**config.mk**
```make
export PLATFORM = sky130hd
export DESIGN_NAME = arrow_key_conditioner
export DESIGN_NICKNAME = d
export VERILOG_FILES = /design/src/rtl/arrow_key_conditioner.sv
export SDC_FILE = /design/constraint.sdc
export NUM_CORES = 1
export LEC_CHECK = 0
export ABC_CLOCK_PERIOD_IN_PS = 2600
export CORE_MARGIN = 3
export CORE_UTILIZATION = 35
export CTS_CLUSTER_SIZE = 30
export DETAILED_ROUTE_END_ITERATION = 6
export MAX_ROUTING_LAYER = met4
export PLACE_DENSITY = 0.58
export SYNTH_ARGS = -nofsm -noshare
export SYNTH_HDL_FRONTEND = slang
export SYNTH_SLANG_ARGS = --single-unit
```
**constraint.sdc**
```tcl
create_clock -name clk -period 2.6 [get_ports clk]
set_input_delay 0.65 -clock clk [delete_from_list [all_inputs] [get_ports clk]]
set_output_delay 0.65 -clock clk [all_outputs]
set_load 0.05 [all_outputs]
```
**src/rtl/arrow_key_conditioner.sv**
```systemverilog
// Arrow push-button conditioner: 2-flop synchroniser, per-key debounce, one-hot
// press pulses with UP > DOWN > LEFT > RIGHT priority and auto-repeat on held keys.
module arrow_key_conditioner #(
   parameter int unsigned DEBOUNCE_CYC  = 1000000,
   parameter int unsigned REPEAT_DELAY  = 50000000,
   parameter int unsigned REPEAT_PERIOD = 15000000,
   parameter logic [3:0]  REPEAT_MASK   = 4'b1100
) (
   input  logic       clk,
   input  logic       rst_n,
   input  logic       en,
   input  logic [3:0] raw_keys,
   output logic [3:0] arrow_keys,
   output logic [3:0] key_held
);

   localparam int unsigned DB_W    = $clog2(DEBOUNCE_CYC);
   localparam int unsigned REP_MAX = (REPEAT_DELAY > REPEAT_PERIOD) ? REPEAT_DELAY : REPEAT_PERIOD;
   localparam int unsigned REP_W   = $clog2(REP_MAX);

   localparam logic [DB_W-1:0]  DB_LAST     = DB_W'(DEBOUNCE_CYC - 1);
   localparam logic [REP_W-1:0] DELAY_LAST  = REP_W'(REPEAT_DELAY - 1);
   localparam logic [REP_W-1:0] PERIOD_LAST = REP_W'(REPEAT_PERIOD - 1);

   localparam logic [0:0] PH_DELAY  = 1'b0;
   localparam logic [0:0] PH_PERIOD = 1'b1;

   logic [3:0]            sync1;
   logic [3:0]            sync2;
   logic [3:0]            db_prev;
   logic [3:0][DB_W-1:0]  db_cnt;
   logic [REP_W-1:0]      rep_cnt;
   logic [0:0]            phase;

   logic [3:0]            rise;
   logic [3:0]            rep_fire;
   logic [3:0]            req;
   logic [3:0]            pulse_next;
   logic                  armed;
   logic                  held_change;
   logic                  rep_hit;

   always_ff @(posedge clk or negedge rst_n) begin
      if (!rst_n) begin
         sync1   <= '0;
         sync2   <= '0;
         db_prev <= '0;
      end else begin
         sync1   <= raw_keys;
         sync2   <= sync1;
         db_prev <= key_held;
      end
   end

   // Any cycle where sync agrees with the debounced level restarts the count.
   always_ff @(posedge clk or negedge rst_n) begin
      if (!rst_n) begin
         db_cnt   <= '0;
         key_held <= '0;
      end else begin
         for (int i = 0; i < 4; i++) begin
            if (sync2[i] != key_held[i]) begin
               if (db_cnt[i] == DB_LAST) begin
                  key_held[i] <= sync2[i];
                  db_cnt[i]   <= '0;
               end else begin
                  db_cnt[i] <= db_cnt[i] + DB_W'(1);
               end
            end else begin
               db_cnt[i] <= '0;
            end
         end
      end
   end

   always_comb begin
      rise        = key_held & ~db_prev;
      held_change = (key_held != db_prev);
      armed       = en && $onehot(key_held) && ((key_held & REPEAT_MASK) != 4'b0000);
      rep_hit     = (phase == PH_DELAY) ? (rep_cnt == DELAY_LAST) : (rep_cnt == PERIOD_LAST);
      // A change of key_held restarts the repeat timer, so a rise never meets a fire.
      rep_fire    = (armed && !held_change && rep_hit) ? key_held : 4'b0000;
      req         = rise | rep_fire;
      pulse_next  = 4'b0000;
      if (req[3])      pulse_next = 4'b1000;
      else if (req[2]) pulse_next = 4'b0100;
      else if (req[1]) pulse_next = 4'b0010;
      else if (req[0]) pulse_next = 4'b0001;
   end

   always_ff @(posedge clk or negedge rst_n) begin
      if (!rst_n) begin
         rep_cnt <= '0;
         phase   <= PH_DELAY;
      end else if (!armed || held_change) begin
         rep_cnt <= '0;
         phase   <= PH_DELAY;
      end else if (rep_hit) begin
         rep_cnt <= '0;
         phase   <= PH_PERIOD;
      end else begin
         rep_cnt <= rep_cnt + REP_W'(1);
      end
   end

   always_ff @(posedge clk or negedge rst_n) begin
      if (!rst_n) begin
         arrow_keys <= '0;
      end else begin
         arrow_keys <= en ? pulse_next : 4'b0000;
      end
   end

endmodule

```
== Word-level counts from Yosys, hierarchy flattened ==
Index checks and enable logic that the tools add are counted.
Widths: inputs -> output; s select.
Word-level totals
  register bits after elaboration: 127
  bits of input ports: 7
  output and inout port bits: 8
  logic and storage cells: 69
Operators by class
  $add $sub $neg: 8
  eq/ne operators: 12
  mux-type cells: 19
  bitwise logic cells: 3
  reductions and logical operators: 13
Operators by type and width (number)
  $mux 20: 8
  $add 20x1->20 const B: 4
  $eq 20x20->1 const B: 4
  $mux 26: 2
  $add 26x1->26 const B: 1
  $eq 26x24->1 const B: 1
  $eq 26x26->1 const B: 1
  $mux 4: 3
  $reduce_and 2->1: 4
  $add 1x1->2: 2
  $and 4x4->4: 1
  $logic_and 1x1->1: 4
  $mux 1: 4
  $ne 1x1->1: 4
  $ne 4x4->1: 1
  $not 4->4: 1
  $or 4x4->4: 1
  $reduce_bool 4->1: 1
  $add 2x2->3: 1
  $eq 3x1->1 const B: 1
  $mux 3: 1
  $logic_not 1->1: 2
  $mux 2: 1
  $reduce_bool 2->1: 1
  $logic_or 1x1->1: 1

== Depth between registers and ports, before layout ==
  depth after elaboration: 14
  gate-level depth with buffers: 11
  depth with buffers taken out: 10

== Worst setup path after synthesis ==
No wires, ideal clock.
  path kind: reg-to-reg
  start: register key_held[0]
  end: register rep_cnt[10]
  arrival: 2630 ps
  slack: -101 ps
  cell stages (with the launch flop): 12
  buffers on the path: 2
  period minus slack after synthesis: 2701 ps
  cell sequence: dfrtp_1 -> inv_1 -> fa_1 -> inv_1 -> ha_1 -> ha_1 -> nor2_1 -> o2111ai_1 -> a211o_1 -> buf_6 -> buf_6 -> nor2_1
Between the ends
  word-level cells in the longest chain between the ends: 8
  elaborated cells on any way between the ends: 9
RTL lines
  start, declared: RTL line 14  | output logic [3:0] key_held
  start signal, assigned by index: RTL line 64  | key_held[i] <= sync2[i];
  $add 1x1->2 (not written as such): RTL line 79  | armed = en && $onehot(key_held) && ((key_held & REPEAT_MASK) != 4'b0000);
  $add 2x2->3 (not written as such): RTL line 79
  $eq 3x1->1: RTL line 79
  $logic_and 1x1->1 (2 in series): RTL line 79
  $logic_not 1->1: RTL line 95  | end else if (!armed || held_change) begin
  $logic_or 1x1->1 *: RTL line 95
  $mux 26 *: RTL line 95
  end signal, assigned: RTL line 102  | rep_cnt <= rep_cnt + REP_W'(1);
  end, declared: RTL line 32  | logic [REP_W-1:0] rep_cnt;
Every way passes the cells marked *; elsewhere a longest branch is shown, timed or not.
A chain may end at the register's enable or synchronous reset.

== Worst setup path after layout ==
  start: register key_held[2]
  end: output port key_held[2]
No word-level cell between the ends.

==> flow_metrics.tcl <==
set metrics [dict create \
    yosys-top-cells-area "dfrtp_1, xor2_1, nor2_1" \
    initial_core_util_pct 36.0 \
    dr.pass1.iters 4 \
    viasPerCell 4.80 \
    cpPeakStageDelay_ps 880 \
    gp_congestion 0.767 \
    clock_latency_ps 410 \
    worst-path-buf-inv 1 \
    vias 4029 \
    worstHoldPathType "in -> async" \
    required_ps 1950 \
    end_kind "output pin" \
    hpwl_mm 7.51 \
    wl_per_cell_microns 12.9 \
    crit_path_start_kind "flip-flop" \
    setup_tns_ps 0 \
    multi_input_area_sq_mm 0.00263 \
    synth.distinct_cells 42 \
    fmax_mhz 412 \
    drc_errors 0 \
    syn-cell-area_sq_mm 0.00599 \
    hold_violations 0 \
    die_h_microns 137 \
    track_usage_pct 13.2 \
    area_growth_pct 16.3 \
    critPathKind "reg -> out" \
    cts_hold_buf 0 \
    die_area_sq_mm 0.0187 \
    power_per_cell_area_mw_per_mm2 632 \
    clkSlewWorstSetupHoldPaths_ps 50 \
    synth.largest_area_cell "dfrtp_1" \
    cts_setup_buffers 0 \
    synth-seq-area-share_pct 53.1 \
    overflow 0 \
    grt_pass1_vias 4135 \
    fp-row-count 47 \
    drt_wl_total_mm 10.9 \
    ys_ff_latch 127 \
    dieWidth_microns 137 \
    antennaDiodeCount 0 \
    path_max_fanout 8 \
    fillers 1584 \
    cts_resized 0 \
    worst_slew_pin_slew_ps 721 \
    maxCapViolations 0 \
    status "finished clean" \
    cts.sinks 127 \
    path_delay_family "buffers and inverters" \
    reg2reg_depth 10 \
    antenna_found_initial 0 \
    max-vdd-ir-drop_uv 522 \
    io_pins 15 \
    grt_max_degree 55 \
    synth_top_area_share_pct 53.1 \
    cts_buffers 17 \
    yosysWarnings 0 \
    cp_cell_sequence "clkdlybuf4s50_1" \
    critical-path-slowest-cell "clkdlybuf4s50_1" \
    rr_startpoint "key_held[0]" \
    max_slew_margin_pct 51.6 \
    finClkSkew_ps 7.83 \
    synth_area_per_cell_sq_um 10.3 \
    grt_first_pass_wirelength_mm 19.1 \
    grt_setup_unrepaired "no" \
    whs_ps 191 \
    synth_cells 584 \
    min_period_ps 2430 \
    regToRegSetupSlack_ps 220 \
    h-tree-depth 4 \
    syn-num-nets 603 \
    port_buffers 14 \
    p_leak_nw 2.95 \
    fin_nets 628 \
    fin_crit_sh_pct 93.3 \
    final_layout_size_suffix_gt1_share_pct 8.23 \
    clockBufferDepth 2 \
    ant_nets 0 \
    cp_data_arrival_time_ps 1780 \
    slew_viol_final 0 \
    regArea_sq_mm 0.00318 \
    reg2reg_to "rep_cnt[25]" \
    clockRootBuffer "clkbuf_16" \
    drt_iter0_drc 201 \
    coreArea_sq_mm 0.0166 \
    setup_viol 0 \
    cts_tree "built" \
]
-- cells in the mapped netlist --
| cell | n |
|---|---|
| mux2_2 | 1 |
| nand2_1 | 31 |
| or2_2 | 3 |
| nand4_1 | 21 |
| nor3b_1 | 1 |
| nor4_2 | 2 |
| o41ai_2 | 1 |
| inv_1 | 20 |
| nor2_1 | 122 |
| dfrtp_1 | 127 |
| nand3_2 | 1 |
| nor3_2 | 3 |
| nor4b_1 | 4 |
| or3_1 | 2 |
| and4b_1 | 1 |
| ha_1 | 11 |
| a21oi_1 | 2 |
| and2_1 | 5 |
| o21a_1 | 2 |
| clkbuf_1 | 1 |
| o21ai_0 | 5 |
| xnor2_1 | 37 |
| a41oi_1 | 1 |
| nor3_1 | 8 |
| xor2_1 | 61 |
| and3_1 | 20 |
| or4_1 | 1 |
| a211o_1 | 1 |
| nand3b_1 | 3 |
| buf_4 | 2 |
| buf_6 | 3 |
| nand4b_1 | 2 |
| nor2b_1 | 1 |
| o2111ai_1 | 1 |
| nor4_1 | 7 |
| nor4bb_1 | 1 |
| fa_1 | 1 |
| nand3_1 | 40 |
| a41oi_2 | 1 |
| and4_1 | 13 |
| nand2b_1 | 4 |
| buf_2 | 10 |
-- cells by family after synthesis --
group	count (synthesis)	synth area share [%]
fa+ha+maj	12	2.63
xor+xnor	98	14.3
flops	127	53.1
buf+inv	36	2.97
simple gates	296	25.0
compound gates	14	1.82
mux	1	0.188
-- stage by stage --
| stage | instances | instance area, sq um | total power [W] | util (%) | setup slack [ps] |
|---|---|---|---|---|---|
| 2_1_floorplan | 584 | 5990 | 0.00210 | - | 75.9 |
| 3_3_place_gp | 810 | 6390 | 0.00216 | 38.4 | 283 |
| 3_5_place_dp | 810 | 6390 | 0.00217 | 38.4 | 227 |
| 4_1_cts | 840 | 6960 | 0.00448 | 41.8 | 138 |
| 5_1_grt | 840 | 6960 | 0.00458 | 41.8 | 84.1 |
| 6_report | 840 | 6960 | 0.00440 | 41.8 | 173 |
-- per-layer routing --
| metal | wire (microns) | vias up | share of wire, % | global-route usage [%] |
|---|---|---|---|---|
| li1 | - | 2018 | - | - |
| met1 | 5360 | 1963 | 49 | 16.6 |
| met2 | 5080 | 36 | 47 | 20.6 |
| met3 | 258 | 12 | 2.4 | 3.57 |
| met4 | 144 | 0 | 1.3 | 4.66 |
| met5 | 0 | - | 0 | - |
-- state kept, by name, summed over array words and instances (netlist names) --
| signal | cells |
|---|---|
| sync2 | 4 |
| arrow_keys | 4 |
| phase | 1 |
| rep_cnt | 26 |
| sync1 | 4 |
| key_held | 4 |
| db_cnt | 80 |
| db_prev | 4 |
-- cell type report --
cell class / instances / share of cell area, %
Sequential cell: 127 / 45.7
Multi-Input combinational cell: 421 / 37.8
Clock buffer: 24 / 7.06
Tap cell: 220 / 3.95
Timing Repair Buffer: 22 / 3.20
Clock inverter: 6 / 1.19
Inverter: 20 / 1.08
-- cells in the final DEF (no fill, tap or decap), types with 2 or more instances in the layout --
cell               n
nand2_1           31
buf_4              7
nor3_2             3
nand3b_1           3
dfrtp_2            3
dfrtp_1          124
nand3_1           40
nand2b_1           4
nor4b_1            4
o21a_1             2
nor4_2             2
nor3_1             8
or3_1              2
nand4_1           21
clkdlybuf4s50_1   13
and4_1            13
inv_1             20
and2_1             5
and3_1            20
nor2_1           122
o21ai_0            5
ha_1              11
xor2_1            61
clkbuf_1           3
a21oi_1            2
nor4_1             7
buf_12             2
nand4b_1           2
or2_2              3
clkinv_2           3
xnor2_1           37
clkbuf_16         17
bufinv_16          2
clkbuf_8           4
-- worst max-delay path by stage --
| stage | start | to | slack, ps | cells after the start |
|---|---|---|---|---|
| after floorplan | key_held[0] | rep_cnt[10] | 80 | 11 |
| after global placement | key_held[0] | rep_cnt[23] | 280 | 10 |
| after detailed placement | key_held[0] | rep_cnt[25] | 230 | 10 |
| after CTS | key_held[2] | key_held[2] | 140 | 1 |
| after global routing | key_held[2] | key_held[2] | 80 | 1 |
| final | key_held[2] | key_held[2] | 170 | 1 |
-- power breakdown --
part           internal (W)  switching [W]  leakage, nW
combinational     0.0000339      0.0000737        0.926
clock               0.00149       0.000780        0.282
sequential          0.00200      0.0000198         1.74
No activity file was read; power rests on OpenSTA's default activity.
